File: config.mk
export PLATFORM = sky130hd
export DESIGN_NAME = muldiv_sequencer
export DESIGN_NICKNAME = d
export VERILOG_FILES = /design/src/rtl/muldiv_pkg.sv /design/src/rtl/muldiv_datapath.sv /design/src/rtl/muldiv_sequencer.sv
export SDC_FILE = /design/constraint.sdc
export NUM_CORES = 1
export LEC_CHECK = 0
export BUFFER_PORTS_ARGS = -buffer_cell sky130_fd_sc_hd__buf_2
export CORE_ASPECT_RATIO = 0.6
export CORE_UTILIZATION = 37
export CTS_CLUSTER_DIAMETER = 200
export DETAILED_ROUTE_END_ITERATION = 8
export PLACE_DENSITY = 0.58
export SLEW_MARGIN = 20
export SYNTH_ARGS = -nofsm -noshare
export SYNTH_HDL_FRONTEND = slang
export SYNTH_HIERARCHICAL = 1
export SYNTH_SLANG_ARGS = --single-unit
export TNS_END_PERCENT = 30
File: constraint.sdc
create_clock -name clk -period 5.02 [get_ports clk]
set_input_delay 1.506 -clock clk [delete_from_list [all_inputs] [get_ports clk]]
set_output_delay 1.506 -clock clk [all_outputs]
set_load 0.05 [all_outputs]
File: src/rtl/muldiv_pkg.sv
// Shared types and constants for the RV32M multiply/divide sequencer.
// Divide support is compiled in only when MULDIV_DIV_EN is defined.
package muldiv_pkg;

   typedef enum logic [1:0] {IDLE, CALC, SIGN, DONE} state_t;

   localparam logic [2:0] F3_MUL    = 3'b000;
   localparam logic [2:0] F3_MULH   = 3'b001;
   localparam logic [2:0] F3_MULHSU = 3'b010;
   localparam logic [2:0] F3_MULHU  = 3'b011;
   localparam logic [2:0] F3_DIV    = 3'b100;
   localparam logic [2:0] F3_DIVU   = 3'b101;
   localparam logic [2:0] F3_REM    = 3'b110;
   localparam logic [2:0] F3_REMU   = 3'b111;

   localparam logic [5:0] ITER_LAST = 6'd31;

   function automatic logic [31:0] magnitude(input logic [31:0] v, input logic neg);
      return neg ? -v : v;
   endfunction

endpackage

File: src/rtl/muldiv_datapath.sv
// 64-bit accumulator / remainder-quotient register with shared 33-bit adder and final negation.
// Divide stepping and remainder/quotient selection exist only with MULDIV_DIV_EN defined.
module muldiv_datapath
   import muldiv_pkg::*;
(
   input  logic        clk,
   input  logic        load,
   input  logic        step,
   input  logic        negate,
   input  logic [2:0]  f3,
   input  logic [31:0] init_lo,
   input  logic [31:0] init_opb,
   output logic [31:0] res
);

   logic [63:0] acc;
   logic [31:0] opb;
   logic [32:0] add_a;
   logic [32:0] add_b;
   logic        cin;
   logic [33:0] sum;
   logic [63:0] acc_step;
   logic [63:0] neg64;

   always_comb begin
      add_a = {1'b0, acc[63:32]};
      add_b = {1'b0, opb};
      cin   = 1'b0;
`ifdef MULDIV_DIV_EN
      // Divide: trial-subtract divisor from the shifted 33-bit remainder
      if (f3[2]) begin
         add_a = acc[63:31];
         add_b = ~{1'b0, opb};
         cin   = 1'b1;
      end
`endif
      sum = {1'b0, add_a} + {1'b0, add_b} + {33'b0, cin};
   end

   always_comb begin
      acc_step = acc[0] ? {sum[32:0], acc[31:1]} : {1'b0, acc[63:1]};
`ifdef MULDIV_DIV_EN
      // Carry out of the subtract means the trial remainder is non-negative
      if (f3[2]) begin
         acc_step = sum[33] ? {sum[31:0], acc[30:0], 1'b1} : {acc[62:0], 1'b0};
      end
`endif
   end

   always_ff @(posedge clk) begin
      if (load) begin
         acc <= {32'b0, init_lo};
         opb <= init_opb;
      end else if (step) begin
         acc <= acc_step;
      end
   end

   assign neg64 = -acc;

`ifdef MULDIV_DIV_EN
   logic [31:0] neg_hi;
   assign neg_hi = -acc[63:32];

   always_comb begin
      case (f3)
         F3_MUL:                        res = negate ? neg64[31:0]  : acc[31:0];
         F3_MULH, F3_MULHSU, F3_MULHU:  res = negate ? neg64[63:32] : acc[63:32];
         F3_DIV, F3_DIVU:               res = negate ? neg64[31:0]  : acc[31:0];
         default:                       res = negate ? neg_hi       : acc[63:32];
      endcase
   end
`else
   logic unused_carry;
   assign unused_carry = sum[33];

   always_comb begin
      case (f3)
         F3_MUL:                        res = negate ? neg64[31:0]  : acc[31:0];
         F3_MULH, F3_MULHSU, F3_MULHU:  res = negate ? neg64[63:32] : acc[63:32];
         default:                       res = '0;
      endcase
   end
`endif

endmodule

File: src/rtl/muldiv_sequencer.sv
// RV32M multiply/divide sequencer: FSM, iteration counter, sign flags and pipeline handshake.
// Define MULDIV_DIV_EN for divide/remainder; otherwise Funct3[2] ops finish at once with 0.
module muldiv_sequencer
   import muldiv_pkg::*;
#(
   parameter int unsigned DATA_W = 32
)
(
   input  logic              clk,
   input  logic              reset,
   input  logic              start,
   input  logic [2:0]        Funct3,
   input  logic [DATA_W-1:0] SrcA,
   input  logic [DATA_W-1:0] SrcB,
   input  logic              flush,
   output logic              busy,
   output logic              stall,
   output logic              done,
   output logic [DATA_W-1:0] Result
);

   state_t      state;
   logic [5:0]  cnt;
   logic [2:0]  f3_q;
   logic        sgn_q;

   logic        a_signed;
   logic        b_signed;
   logic        sa;
   logic        sb;
   logic        sgn_d;
   logic [31:0] mag_a;
   logic [31:0] mag_b;
   logic [31:0] init_lo;
   logic [31:0] init_opb;
   logic [31:0] dp_res;
   logic        special;
   logic [31:0] special_res;
   logic        accept;
   logic        load;
   logic        step;

   always_comb begin
      a_signed = Funct3 inside {F3_MULH, F3_MULHSU, F3_DIV, F3_REM};
      b_signed = Funct3 inside {F3_MULH, F3_DIV, F3_REM};
      sa       = a_signed & SrcA[31];
      sb       = b_signed & SrcB[31];
      mag_a    = magnitude(SrcA, sa);
      mag_b    = magnitude(SrcB, sb);
      // Remainder takes the dividend's sign; everything else the XOR of both
      sgn_d    = (Funct3[2] & Funct3[1]) ? sa : (sa ^ sb);
      init_lo  = Funct3[2] ? mag_a : mag_b;
      init_opb = Funct3[2] ? mag_b : mag_a;
   end

`ifdef MULDIV_DIV_EN
   always_comb begin
      special     = 1'b0;
      special_res = '0;
      if (Funct3[2]) begin
         if (SrcB == '0) begin
            special     = 1'b1;
            special_res = Funct3[1] ? SrcA : '1;
         end else if (!Funct3[0] && SrcA == 32'h8000_0000 && SrcB == '1) begin
            special     = 1'b1;
            special_res = Funct3[1] ? 32'h0 : 32'h8000_0000;
         end
      end
   end
`else
   assign special     = Funct3[2];
   assign special_res = '0;
`endif

   assign accept = (state == IDLE) & start & ~flush;
   assign load   = accept & ~special;
   assign step   = (state == CALC) & ~flush;
   assign stall  = busy | (start & (state == IDLE));

   always_ff @(posedge clk) begin
      if (reset) begin
         state  <= IDLE;
         cnt    <= '0;
         f3_q   <= '0;
         sgn_q  <= 1'b0;
         busy   <= 1'b0;
         done   <= 1'b0;
         Result <= '0;
      end else if (flush) begin
         state <= IDLE;
         cnt   <= '0;
         busy  <= 1'b0;
         done  <= 1'b0;
      end else begin
         case (state)
            IDLE: begin
               done <= 1'b0;
               if (start) begin
                  f3_q  <= Funct3;
                  sgn_q <= sgn_d;
                  cnt   <= '0;
                  if (special) begin
                     Result <= special_res;
                     state  <= DONE;
                     done   <= 1'b1;
                  end else begin
                     state <= CALC;
                     busy  <= 1'b1;
                  end
               end
            end
            CALC: begin
               cnt <= cnt + 6'd1;
               if (cnt == ITER_LAST) begin
                  state <= SIGN;
               end
            end
            SIGN: begin
               Result <= dp_res;
               state  <= DONE;
               busy   <= 1'b0;
               done   <= 1'b1;
            end
            DONE: begin
               done  <= 1'b0;
               state <= IDLE;
            end
            default: begin
               state <= IDLE;
               busy  <= 1'b0;
               done  <= 1'b0;
            end
         endcase
      end
   end

   muldiv_datapath u_datapath (
      .clk      (clk),
      .load     (load),
      .step     (step),
      .negate   (sgn_q),
      .f3       (f3_q),
      .init_lo  (init_lo),
      .init_opb (init_opb),
      .res      (dp_res)
   );

endmodule

Yosys cells after proc, flatten, opt, wreduce, memory -nomap -nowiden
Cells that the tools add are included.

Bits of input ports: 71. Output and inout port bits: 35. Logic and storage cells: 82. Memories kept: 0. Latch bits: 0. Bits in read-only memories: 0. Bits in registers: 142. Bits in writable memories: 0.

Bitwise gates (word level): 11. Add/subtract/negate cells: 5. Divide/modulo/power cells: 0. Eq/ne operators: 15. Muxes and demuxes: 26. Multiply operators: 0. Order comparisons: 0. Shifts and indexed selects: 0. Reduce and logical (&&, ||, !) cells: 15.

Operator list (count): 32-bit 2-to-1 mux (10); 32-bit one-hot mux with 2 select lines (2); 64-bit 2-to-1 mux (1); 32-bit negator (2); 64-bit negator (1); 32-bit by 32-bit adder with 33-bit output (1); 6-bit one-hot mux with 2 select lines (1); 3-bit by 2-bit equality test with 1-bit output, second input constant (3); 2-bit one-hot mux with 4 select lines (1); 1-bit AND (7); 6-bit by 1-bit adder with 6-bit output, second input constant (1); 3-bit by 1-bit equality test with 1-bit output, second input constant (2); 3-bit equality test, second input constant (2); 6-bit by 5-bit equality test with 1-bit output, second input constant (1); 2-bit 2-to-1 mux (3); 6-bit 2-to-1 mux (1); 2-bit inequality test, second input constant (3); 3-bit AND reduction (2); 2-bit nonzero test (3); 3-bit nonzero test (2); 1-bit 2-to-1 mux (5); 2-bit equality test, second input constant (2); 2-bit AND reduction (2); 4-bit AND reduction (1); other kinds (12) (13).

Logic depth before layout (Yosys ltp)
Gate-level depths: netlist of run 1.

Depth after elaboration: 6. Depth in mapped cells: 12. Depth with buffers taken out: 11.

Cells and area by module
The synthesis of run 1 kept the hierarchy.

By module, submodules not included: muldiv_datapath (instances 1, cells each 804, seq. area each 2562.5 um^2, area an instance 7362.1 um^2); muldiv_sequencer (instances 1, cells each 521, seq. area each 920.9 um^2, area an instance 4007.6 um^2).

Worst setup path before layout of run 1
Ideal clock, no wire load.

Kind: in2reg. From: input Funct3[2]. To: register u_datapath.acc[0], enable pin. Setup time: 387 ps. Setup slack: -268 ps. Arrival time: 4901 ps. Cell stages on the path: 8. Required time: 4633 ps. Path buffers: 5. Path through: clkbuf_1 > clkbuf_1 > buf_1 > nor2_1 > clkbuf_1 > clkbuf_1 > nor2_1 > inv_1.

Cells in the longest elaborated chain, start to end: 3.

Ends and longest elaborated chain: start, declared (RTL line muldiv_sequencer.sv:12) `input logic [2:0] Funct3,`; 1-bit inverter (RTL line muldiv_sequencer.sv:76) `assign load = accept & ~special;`; 1-bit AND (RTL line muldiv_sequencer.sv:76); via load (RTL line muldiv_sequencer.sv:40) `logic load;`; 2-bit nonzero test (no source line); end signal, assigned (RTL line muldiv_datapath.sv:52) `acc <= {32'b0, init_lo};`; end signal, assigned (RTL line muldiv_datapath.sv:55) `acc <= acc_step;`; end, declared (RTL line muldiv_datapath.sv:16) `logic [63:0] acc;`.

The timed path passes the listed nets, and every way through them passes these cells. A chain may end at the register's enable or synchronous reset.

Worst setup path in the final report of run 1
From: input SrcA[8]. To: register u_datapath.acc[18], data pin.

Cells in the longest elaborated chain, start to end: 4.

Ends and longest elaborated chain: start, declared (RTL line muldiv_sequencer.sv:13) `input logic [DATA_W-1:0] SrcA,`; 32-bit negator (RTL line muldiv_pkg.sv:19) `return neg ? -v : v;`; 32-bit 2-to-1 mux (RTL line muldiv_pkg.sv:19); 32-bit 2-to-1 mux (RTL line muldiv_sequencer.sv:52) `init_lo = Funct3[2] ? mag_a : mag_b;`; via init_lo[18] (RTL line muldiv_sequencer.sv:34) `logic [31:0] init_lo;`; 32-bit 2-to-1 mux (RTL line muldiv_datapath.sv:51) `if (load) begin`.

The timed path passes the listed nets, and every way through them passes these cells.

==> key figures, run 1 <==
CTS
  – H-tree depth: 4
  – CTS tree: built
  – CTS root buffer: sky130_fd_sc_hd__clkbuf_16
  – Buffers from clock root to sink, at most: 2
  – CTS Buf Count: 17
  – Hold-fix buffers, CTS: 0
  – Worst-Skew Late Latency: 0.45 ns
  – Number of instances resized during post-cts repair: 0
  – Post-CTS repair timing setup buffer count: 0
  – Total clock sinks: 142
  – Clk pin slew, worst setup/hold paths: 0.07 ns

Logic synthesis
  – Biggest area consumer among synthesized cells: sky130_fd_sc_hd__edfxtp_1
  – Average footprint of a synthesized cell: 8.58 sq um
  – Synth top area share: 0.169
  – Number of synthesized register bits: 142
  – Yosys warning total: 6
  – Cell with the most instances after synthesis: sky130_fd_sc_hd__nand2_1
  – Yosys cell types: 79
  – Area contributors post-synth: sky130_fd_sc_hd__edfxtp_1 17%, sky130_fd_sc_hd__dfxtp_1 14%, sky130_fd_sc_hd__mux2i_1 7.2%
  – Number of enable-type register cells in the synthesized netlist: 64
  – Share of synthesized area occupied by flip-flops and latches: 0.306
  – Main flop type after synthesis: sky130_fd_sc_hd__dfxtp_1
  – Post-synth design cell area: 0.0114 sq mm
  – Net count of the mapped netlist: 1,438
  – Leading post-synthesis cells by instance count: 103 x sky130_fd_sc_hd__nand2_1, 102 x sky130_fd_sc_hd__nor2_1, 94 x sky130_fd_sc_hd__a21oi_1
  – Gate Count Post-Synth: 1,325
  – Proportion of register bits with asynchronous set or reset after synthesis: 0

Global routing
  – Number of antenna violations at the first check in global routing: 4
  – Maximum number of pins on one net before global-route repair: 80
  – Global route total overflow: 0
  – Global-route usage over all layers: 0.238
  – Wire length of the first global-routing pass: 56,300 microns
  – Via count of the first global-routing pass: 9,299

Timing
  – Worst Clk Skew: 0.0119 ns
  – Unrepaired setup endpoints after global routing: false
  – Final worst path period share: 0.728
  – Relative slew margins: 0.485
  – Minimum setup slack in the final design: 1.37 ns
  – Maximum clock frequency: 274 MHz
  – Number of pins exceeding their max-slew limit in the final report: 0
  – Measured slew at the worst slew-check pin: 0.772 ns
  – Finish-stage setup viols: 0
  – Final hold viol count: 0
  – Fin Setup TNS: 0 ns
  – Minimum period implied by the final worst setup slack: 3.65 ns

Place
  – Worst-case setup slack after placement: 0.919 ns
  – Port-buffer cells: 105
  – Final RePlAce weighted congestion: 0.943
  – Instance area after placement: 0.0122 sq mm
  – Total half-perimeter wirelength after legalization and detailed placement: 28,800 microns

Power and ir drop
  – Leakage power: 4.91 nW
  – Peak ir drop on the vdd network: 0.182 mV
  – Power Density: 358 mW/mm^2

Detailed routing
  – Avg WL per Cell: 21.1 microns
  – Wire length on met2: 14,800 microns
  – Sum of routed wire length over all layers: 38,100 microns
  – Highest routed layer: met5
  – Count of TritonRoute iterations in the first routing pass: 5
  – Met3 wirelength from detailed routing: 4280 microns
  – Drt drc: 0
  – Total vias in the final route: 10,700
  – DRT met1 WL: 18,700 microns
  – Initial DRC count: 1,093
  – Routed Antenna Nets: 0
  – Via-to-Cell Ratio: 5.90

Floorplanning
  – Height of the chip: 138 microns
  – Die Area: 0.0315 sq mm
  – Die span in x: 228 microns
  – Initial core utilization: 0.378
  – Core Box Area: 0.0301 sq mm
  – I/O pin count: 106
  – Number of rows in the core area: 49

Worst hold path
  – Hold Crit Start: Result[29]$_SDFFE_PP0P_
  – Class of the most critical hold timing path: reg -> reg
  – Cell depth of the worst hold path: 2
  – Worst Hold Path EP: Result[29]$_SDFFE_PP0P_

Critical path
  – Worst Setup Path Type: in -> reg
  – Launch point of the worst reg-to-reg path: u_datapath/acc[9]$_DFFE_PP_
  – Endpoint of the worst register-to-register path: Result[26]$_SDFFE_PP0P_
  – Register-to-Register Setup Slack: 1.60 ns
  – Element type at the critical path end: flip-flop
  – CP Max Fanout: 9
  – Logic depth of the worst register-to-register path: 9
  – Worst Path Arrival: 3.85 ns
  – Worst Path Required: 5.22 ns
  – Sort of element at the start of the critical path: primary input

Finish
  – Fraction of final layout cells with drive strength greater than 1: 0.157
  – Nets: 1,499
  – P&R area growth vs syn: 13.0%
  – Finished layout cell area: 0.0128 sq mm

Run status
  – Status: complete, no violations

Run
  – Max capacitance violation total: 0
[critical path, stage by stage]
cell	delay [ns]
sky130_fd_sc_hd__buf_2	0.12
sky130_fd_sc_hd__or4_1	0.68
sky130_fd_sc_hd__nor4_4	0.71
sky130_fd_sc_hd__a31oi_1	0.20
sky130_fd_sc_hd__xnor2_1	0.22
sky130_fd_sc_hd__mux2i_1	0.11
sky130_fd_sc_hd__mux2_2	0.30
[logic make-up after synthesis]
| logic type | share of synthesized area |
|---|---|
| AOI/OAI and AO/OA | 0.203 |
| xor gates and xnor gates | 0.105 |
| adders and majority gates | 0.0469 |
| buffers and inverters | 0.0379 |
| DFF | 0.306 |
| muxes | 0.102 |
| and+or+nand+nor | 0.199 |
[state kept, by name (all words and copies together), names as in the netlist]
signal / cells
busy: 1
f3_q: 3
sgn_q: 1
state: 2
Result: 32
u_datapath/acc: 64
done: 1
cnt: 6
u_datapath/opb: 32
[per-layer routing]
layer,vias to the layer above,GRT usage
met5,-,0
met4,2,0.0503
met3,37,0.0834
met2,467,0.324
met1,5086,0.353
li1,5085,-
[through the flow]
stage	hold slack (ns)	cells	util	total power, mW
2_1_floorplan	0.471	1325	-	2.68
3_3_place_gp	0.439	1775	0.406	3.19
3_5_place_dp	0.440	1775	0.406	3.19
4_1_cts	0.451	1807	0.426	4.57
5_1_grt	0.463	1808	0.427	4.83
6_report	0.446	1809	0.427	4.60
[power breakdown]
group	internal (mW)	switching [mW]	total (mW)	leakage [nW]
Combinational	0.647	1.03	1.68	3.38
Sequential	1.33	0.225	1.56	1.23
Clock	0.759	0.600	1.36	0.301
[how the worst max path moves through the flow]
stage | from | endpoint | slack [ns] | depth (start not counted)
finish | SrcA[8] | u_datapath/acc[18]$_DFFE_PP_ | 1.37 | 7
global route | SrcA[10] | u_datapath/acc[28]$_DFFE_PP_ | 1.23 | 7
CTS | SrcA[8] | u_datapath/acc[28]$_DFFE_PP_ | 1.41 | 7
detailed placement | SrcA[8] | u_datapath/acc[28]$_DFFE_PP_ | 0.92 | 7
global placement | SrcA[10] | u_datapath/acc[27]$_DFFE_PP_ | 0.97 | 7
floorplan | Funct3[2] | u_datapath/acc[0]$_DFFE_PP_ | 0.25 | 8
[cell type report]
class                      count  area [sq um]
fill                        2975         17300
multi-input combinational   1079          7480
sequential                   142          3490
timing repair buffer         119           646
tap                          408           510
clock buffer                  17           425
clock inverter                15           195
inverter                      27           101
antenna                        2          5.00
[cell usage in the layout (no fill, tap or decap), types with 4 or more instances in the layout]
cell | netlist | final
sky130_fd_sc_hd__buf_2 | 3 | 104
sky130_fd_sc_hd__nand2_1 | 103 | 103
sky130_fd_sc_hd__nor2_1 | 102 | 101
sky130_fd_sc_hd__a21oi_1 | 94 | 93
sky130_fd_sc_hd__mux2i_1 | 82 | 82
sky130_fd_sc_hd__dfxtp_1 | 78 | 77
sky130_fd_sc_hd__xor2_1 | 71 | 71
sky130_fd_sc_hd__xnor2_1 | 65 | 65
sky130_fd_sc_hd__edfxtp_1 | 64 | 64
sky130_fd_sc_hd__nand3_1 | 59 | 59
sky130_fd_sc_hd__o21ai_0 | 59 | 58
sky130_fd_sc_hd__a211oi_1 | 46 | 46
sky130_fd_sc_hd__ha_1 | 41 | 41
sky130_fd_sc_hd__nor3_1 | 37 | 37
sky130_fd_sc_hd__mux2_2 | 30 | 30
sky130_fd_sc_hd__inv_1 | 27 | 27
sky130_fd_sc_hd__o31ai_1 | 27 | 27
sky130_fd_sc_hd__a21o_1 | 24 | 23
sky130_fd_sc_hd__a31oi_1 | 20 | 20
sky130_fd_sc_hd__and3_1 | 17 | 17
sky130_fd_sc_hd__clkbuf_16 | 0 | 17
sky130_fd_sc_hd__or4_1 | 15 | 15
sky130_fd_sc_hd__o41ai_1 | 14 | 14
sky130_fd_sc_hd__buf_4 | 0 | 14
sky130_fd_sc_hd__nor4_1 | 13 | 13
sky130_fd_sc_hd__nand4_1 | 13 | 13
sky130_fd_sc_hd__o22ai_1 | 13 | 13
sky130_fd_sc_hd__or3_1 | 11 | 11
sky130_fd_sc_hd__or2_2 | 10 | 10
sky130_fd_sc_hd__nor2b_1 | 11 | 10
sky130_fd_sc_hd__nand2b_1 | 9 | 9
sky130_fd_sc_hd__a311oi_1 | 8 | 8
sky130_fd_sc_hd__o21bai_1 | 7 | 7
sky130_fd_sc_hd__o21a_1 | 6 | 6
sky130_fd_sc_hd__inv_6 | 0 | 6
sky130_fd_sc_hd__or4_4 | 5 | 5
sky130_fd_sc_hd__a41oi_1 | 5 | 5
sky130_fd_sc_hd__nor4_4 | 4 | 4
sky130_fd_sc_hd__or3b_2 | 4 | 4
Note: power is estimated with default switching activity, not from simulation.
==> inputs of run 2 (changes only) <==
- ABC_AREA: not set -> 1
- PLACE_DENSITY: 0.58 -> 0.56
- clock period: 5.02 -> 3.39 ns (I/O delays scaled with it)
==> key figures, run 2 <==
Run status
  – Status: finished with violations
  – Violations in the final reports: DRC

Place
  – Number of placed instances with taps included: 2,827
  – Total half-perimeter wirelength after legalization and detailed placement: 45,100 microns
  – Port-buffer cells: 105
  – Worst-case setup slack after placement: 0.272 ns
  – Final RePlAce weighted congestion: 1.01

Worst hold path
  – Class of the most critical hold timing path: reg -> reg
  – Cell depth of the worst hold path: 2
  – Hold Crit Start: Result[13]$_SDFFE_PP0P_
  – Worst Hold Path EP: Result[13]$_SDFFE_PP0P_

CTS
  – CTS tree: built
  – CTS Buf Count: 17
  – Hold-fix buffers, CTS: 0
  – Total clock sinks: 142
  – Worst-Skew Late Latency: 0.44 ns
  – Buffers from clock root to sink, at most: 2
  – H-tree depth: 4
  – CTS root buffer: sky130_fd_sc_hd__clkbuf_16
  – Post-CTS repair timing setup buffer count: 0
  – Clk pin slew, worst setup/hold paths: 0.06 ns
  – Number of instances resized during post-cts repair: 0

Logic synthesis
  – Post-synth design cell area: 0.0134 sq mm
  – Portion of netlist area occupied by mux cells: 0.000747
  – Proportion of register bits with asynchronous set or reset after synthesis: 0
  – Area contributors post-synth: sky130_fd_sc_hd__nand2_1 24%, sky130_fd_sc_hd__edfxtp_1 14%, sky130_fd_sc_hd__dfxtp_1 12%
  – Number of enable-type register cells in the synthesized netlist: 64
  – Gate Count Post-Synth: 2,301
  – Number of synthesized register bits: 142
  – Adder and majority gate portion of the synthesized area: 0.0398
  – Xor and xnor area share after synthesis: 0.0379
  – Cell with the most instances after synthesis: sky130_fd_sc_hd__nand2_1
  – Leading post-synthesis cells by instance count: 854 x sky130_fd_sc_hd__nand2_1, 281 x sky130_fd_sc_hd__inv_1, 243 x sky130_fd_sc_hd__nor2_1
  – Synth top area share: 0.239
  – Biggest area consumer among synthesized cells: sky130_fd_sc_hd__nand2_1
  – Yosys warning total: 6
  – Area fraction in compound gates after synthesis: 0.0973
  – Average footprint of a synthesized cell: 5.83 sq um
  – Net count of the mapped netlist: 2,414
  – Synthesized-area fraction occupied by and/or/nand/nor cells: 0.459
  – Yosys cell types: 49
  – Share of synthesized area occupied by flip-flops and latches: 0.260
  – Combinational family with the most area after synthesis: simple AND/OR/NAND/NOR gates
  – Main flop type after synthesis: sky130_fd_sc_hd__dfxtp_1

Critical path
  – Sort of element at the start of the critical path: flip-flop
  – Worst Path Arrival: 1.90 ns
  – Launch point of the worst reg-to-reg path: u_datapath/acc[26]$_DFFE_PP_
  – Endpoint of the worst register-to-register path: Result[30]$_SDFFE_PP0P_
  – Register-to-Register Setup Slack: 0.61 ns
  – Worst Setup Path Type: reg -> out
  – CP Max Fanout: 4
  – Logic depth of the worst register-to-register path: 13
  – Element type at the critical path end: primary output
  – Worst Path Required: 2.37 ns

Floorplanning
  – Core Box Area: 0.0353 sq mm
  – I/O pin count: 106
  – Height of the chip: 149 microns
  – Initial core utilization: 0.379
  – Die Area: 0.0370 sq mm
  – Number of rows in the core area: 53
  – Die span in x: 248 microns

Finish
  – Most common library cell in the layout ignoring fill and taps: sky130_fd_sc_hd__nand2_1
  – P&R area growth vs syn: 12.0%
  – Nets: 2,492
  – Reg area: 0.00348 sq mm
  – End-of-flow core utilization: 0.425
  – Largest registers ranked by flip-flop count: u_datapath/acc (64), Result (32), u_datapath/opb (32)
  – Fraction of final layout cells with drive strength greater than 1: 0.0945
  – Final standard cell count with taps included and fillers excluded: 2,860
  – Flip-flop count of the largest register after layout: 64
  – Number of filler cells placed in the layout: 3,869
  – Register with the most flip-flops: u_datapath/acc
  – Area taken by multi-input logic gates: 0.00852 sq mm
  – Top library cells by usage in the layout, fill and taps aside: 854 x sky130_fd_sc_hd__nand2_1, 281 x sky130_fd_sc_hd__inv_1, 242 x sky130_fd_sc_hd__nand3_1, 241 x sky130_fd_sc_hd__nor2_1

Timing
  – Worst Clk Skew: 0.0135 ns
  – Number of pins exceeding their max-slew limit in the final report: 0
  – Minimum period implied by the final worst setup slack: 2.92 ns
  – Unrepaired setup endpoints after global routing: false
  – Finish-stage setup viols: 0
  – Relative slew margins: 0.350
  – Minimum setup slack in the final design: 0.474 ns
  – Maximum clock frequency: 343 MHz
  – Final worst path period share: 0.860
  – Fin Setup TNS: 0 ns
  – Measured slew at the worst slew-check pin: 0.974 ns
  – Final hold viol count: 0

Detailed routing
  – Initial DRC count: 1,466
  – Count of TritonRoute iterations in the first routing pass: 8
  – Sum of routed wire length over all layers: 54,700 microns
  – Via-to-Cell Ratio: 5.21
  – Routed Antenna Nets: 0
  – Avg WL per Cell: 19.1 microns
  – Total vias in the final route: 14,900
  – Drt drc: 4

Power and ir drop
  – Power Density: 461 mW/mm^2
  – Peak ir drop on the vdd network: 0.414 mV
  – Leakage power: 7.39 nW
  – Final Power: 6.92 mW

Global routing
  – Global route total overflow: 0
  – Number of antenna violations at the first check in global routing: 0
  – Via count of the first global-routing pass: 13,200
  – Wire length of the first global-routing pass: 81,400 microns
  – Global-route usage over all layers: 0.298
  – Maximum number of pins on one net before global-route repair: 80

Run
  – Max capacitance violation total: 0
[run 2: stage by stage]
step / cell area (sq um) / hold WS (ns)
5_1_grt: 15000 / 0.475
2_1_floorplan: 13400 / 0.454
4_1_cts: 15000 / 0.462
3_3_place_gp: 14400 / 0.450
3_5_place_dp: 14400 / 0.452
6_report: 15000 / 0.461
[run 2: logic make-up after synthesis]
| kind of cell | count (synthesis) |
|---|---|
| AND/OR/NAND/NOR | 1449 |
| buffers and inverters | 359 |
| AO/OA/AOI/OAI | 250 |
| flip-flops | 142 |
| XOR/XNOR | 58 |
| adder cells (fa/ha/maj) | 42 |
| multiplexers | 1 |
[run 2: layout make-up]
cell class	instances	share of cell area
sequential	142	0.232
tap	467	0.0389
multi-input combinational	1800	0.567
inverter	291	0.0732
antenna	1	0.000167
clock inverter	11	0.00841
clock buffer	21	0.0322
timing repair buffer	127	0.0477
[run 2: worst max-delay path, cell delays in order, from the launching register on]
cell	delay, ns
sky130_fd_sc_hd__dfxtp_1	0.38
sky130_fd_sc_hd__inv_1	0.11
sky130_fd_sc_hd__ha_1	0.25
sky130_fd_sc_hd__nand2_1	0.15
sky130_fd_sc_hd__inv_1	0.09
sky130_fd_sc_hd__or2_2	0.27
sky130_fd_sc_hd__buf_2	0.21
[run 2: power by group]
part | internal (mW) | switching (mW)
combinational | 0.810 | 1.96
sequential | 1.95 | 0.219
clock | 1.18 | 0.805
total | 3.94 | 2.98
[run 2: per-layer routing]
layer	share of wire	global-route usage
met2	0.38	0.407
met1	0.51	0.456
met3	0.096	0.0963
met5	0	0
met4	0.0080	0.0359
[run 2: worst max-delay path by stage]
| stage | startpoint | end | cells after the start |
|---|---|---|---|
| global route | state[0]$_SDFFE_PP0P_ | stall | 6 |
| finish | state[0]$_SDFFE_PP0P_ | stall | 6 |
| floorplan | Funct3[2] | u_datapath/acc[0]$_DFFE_PP_ | 9 |
| global placement | SrcB[0] | u_datapath/acc[10]$_DFFE_PP_ | 11 |
| detailed placement | SrcB[0] | u_datapath/acc[10]$_DFFE_PP_ | 11 |
| CTS | state[0]$_SDFFE_PP0P_ | stall | 6 |
==> inputs of run 3 (changes only) <==
- PLACE_DENSITY: 0.56 -> 0.61
==> key figures, run 3 (synthesis gave the netlist of run 2 again) <==
Run status
  – Status: finished with violations
  – Violations in the final reports: DRC

Floorplanning
  – Initial core utilization: 0.379
  – I/O pin count: 106
  – Core Box Area: 0.0353 sq mm
  – Die span in x: 248 microns
  – Die Area: 0.0370 sq mm
  – Number of rows in the core area: 53
  – Height of the chip: 149 microns

Critical path
  – Crit-path most repeated cell: sky130_fd_sc_hd__inv_1
  – Sort of element at the start of the critical path: flip-flop
  – Series of cell instances along the critical path: inv_1 > ha_1 > nand2_1 > inv_1 > or2_2 > buf_2
  – Worst Path Arrival: 1.92 ns
  – Worst Setup Path Type: reg -> out
  – Critical path's largest stage delay: 0.39 ns
  – Register-to-Register Setup Slack: 0.52 ns
  – Worst Path Required: 2.37 ns
  – Max stage delay cell, worst path: sky130_fd_sc_hd__dfxtp_1
  – Element type at the critical path end: primary output
  – CP Max Fanout: 4

Timing
  – Number of pins exceeding their max-slew limit in the final report: 0
  – Worst Clk Skew: 0.0122 ns
  – Unrepaired setup endpoints after global routing: false
  – Fin Setup TNS: 0 ns
  – Measured slew at the worst slew-check pin: 0.974 ns
  – Maximum clock frequency: 340 MHz
  – Final worst path period share: 0.867
  – Minimum period implied by the final worst setup slack: 2.94 ns
  – Final hold viol count: 0
  – Relative slew margins: 0.350
  – Finish-stage setup viols: 0

CTS
  – Clk pin slew, worst setup/hold paths: 0.07 ns
  – Total clock sinks: 142
  – Number of instances resized during post-cts repair: 0
  – CTS root buffer: sky130_fd_sc_hd__clkbuf_16
  – Worst-Skew Late Latency: 0.45 ns
  – CTS Buf Count: 17
  – Hold-fix buffers, CTS: 0
  – H-tree depth: 4
  – Post-CTS repair timing setup buffer count: 0
  – CTS tree: built
  – Buffers from clock root to sink, at most: 2

Place
  – Final RePlAce weighted congestion: 1.01
  – Total half-perimeter wirelength after legalization and detailed placement: 44,700 microns
  – Port-buffer cells: 105
  – Instance area after placement: 0.0144 sq mm
  – Number of placed instances with taps included: 2,829

Finish
  – Number of filler cells placed in the layout: 3,869
  – Reg area: 0.00348 sq mm
  – Finished layout cell area: 0.0150 sq mm
  – Final standard cell count with taps included and fillers excluded: 2,861
  – Inserted Diodes: 0
  – Largest registers ranked by flip-flop count: u_datapath/acc (64), Result (32), u_datapath/opb (32)
  – Area taken by multi-input logic gates: 0.00852 sq mm
  – Nets: 2,494
  – Register with the most flip-flops: u_datapath/acc
  – Flip-flop count of the largest register after layout: 64
  – Top library cells by usage in the layout, fill and taps aside: 854 x sky130_fd_sc_hd__nand2_1, 281 x sky130_fd_sc_hd__inv_1, 242 x sky130_fd_sc_hd__nand3_1, 241 x sky130_fd_sc_hd__nor2_1
  – Fraction of final layout cells with drive strength greater than 1: 0.0961
  – Most common library cell in the layout ignoring fill and taps: sky130_fd_sc_hd__nand2_1
  – End-of-flow core utilization: 0.424
  – P&R area growth vs syn: 11.8%

Global routing
  – Global-route usage over all layers: 0.294
  – Wire length of the first global-routing pass: 80,200 microns
  – Maximum number of pins on one net before global-route repair: 96
  – Number of antenna violations at the first check in global routing: 0
  – Via count of the first global-routing pass: 13,300
  – Global route total overflow: 0

Power and ir drop
  – Final Power: 6.80 mW
  – Power Density: 454 mW/mm^2
  – Peak ir drop on the vdd network: 0.363 mV
  – Leakage power: 7.38 nW

Detailed routing
  – Total vias in the final route: 15,000
  – Avg WL per Cell: 18.8 microns
  – Via-to-Cell Ratio: 5.23
  – Initial DRC count: 1,500
  – Sum of routed wire length over all layers: 53,700 microns
  – Drt drc: 2
  – Count of TritonRoute iterations in the first routing pass: 7
  – Routed Antenna Nets: 0

Worst hold path
  – Class of the most critical hold timing path: reg -> reg

Run
  – Max capacitance violation total: 0
run 3: cell types whose count changed in the layout (fill, tap and decap cells not counted):
cell	before	now
sky130_fd_sc_hd__buf_4	20	23
sky130_fd_sc_hd__clkbuf_1	2	0
sky130_fd_sc_hd__clkinvlp_4	0	2
sky130_fd_sc_hd__buf_12	2	1
sky130_fd_sc_hd__bufinv_16	2	1
sky130_fd_sc_hd__clkbuf_16	19	18
sky130_fd_sc_hd__clkinv_4	2	3
sky130_fd_sc_hd__diode_2	1	0
sky130_fd_sc_hd__inv_6	5	6
run 3: metrics by stage:
step,setup WS (ns),hold slack [ns]
finish,0.449,0.461
global route,0.323,0.484
CTS,0.449,0.465
detailed placement,0.232,0.454
global placement,0.247,0.453
floorplan,0.163,0.454
run 3: final cells by class:
cell class | instances | area share
clock buffer | 18 | 0.0301
clock inverter | 14 | 0.00860
inverter | 291 | 0.0734
multi-input combinational | 1800 | 0.569
sequential | 142 | 0.232
tap | 467 | 0.0390
timing repair buffer | 129 | 0.0479
run 3: final timing paths:
check | startpoint | to | depth (start not counted)
worst max-delay path | state[0]$_SDFFE_PP0P_ | stall | 6
worst min-delay path | Result[21]$_SDFFE_PP0P_ | Result[21]$_SDFFE_PP0P_ | 2
worst max register to register | u_datapath/acc[26]$_DFFE_PP_ | Result[29]$_SDFFE_PP0P_ | 12
worst min register to register | Result[21]$_SDFFE_PP0P_ | Result[21]$_SDFFE_PP0P_ | 2
run 3: power breakdown:
part | internal [mW] | leakage [nW] | total, mW | switching (mW)
clock network | 1.06 | 0.281 | 1.90 | 0.835
registers | 1.95 | 1.23 | 2.17 | 0.224
logic | 0.812 | 5.87 | 2.74 | 1.92
run 3: critical path: cells and delay by family, from the launching register on:
| kind | cells | cell delay (ns) |
|---|---|---|
| simple gates | 2 | 0.42 |
| buf+inv | 3 | 0.40 |
| fa+ha+maj | 1 | 0.25 |
| flops | 1 | 0.39 |
run 3: routing by layer:
layer  global-route usage  vias to the layer above  part of all wire
li1                     -                     7471                 -
met1                0.442                     6845              0.49
met2                0.404                      614              0.38
met3               0.0927                       45              0.11
met4               0.0534                        0             0.014
met5                    0                        -                 0
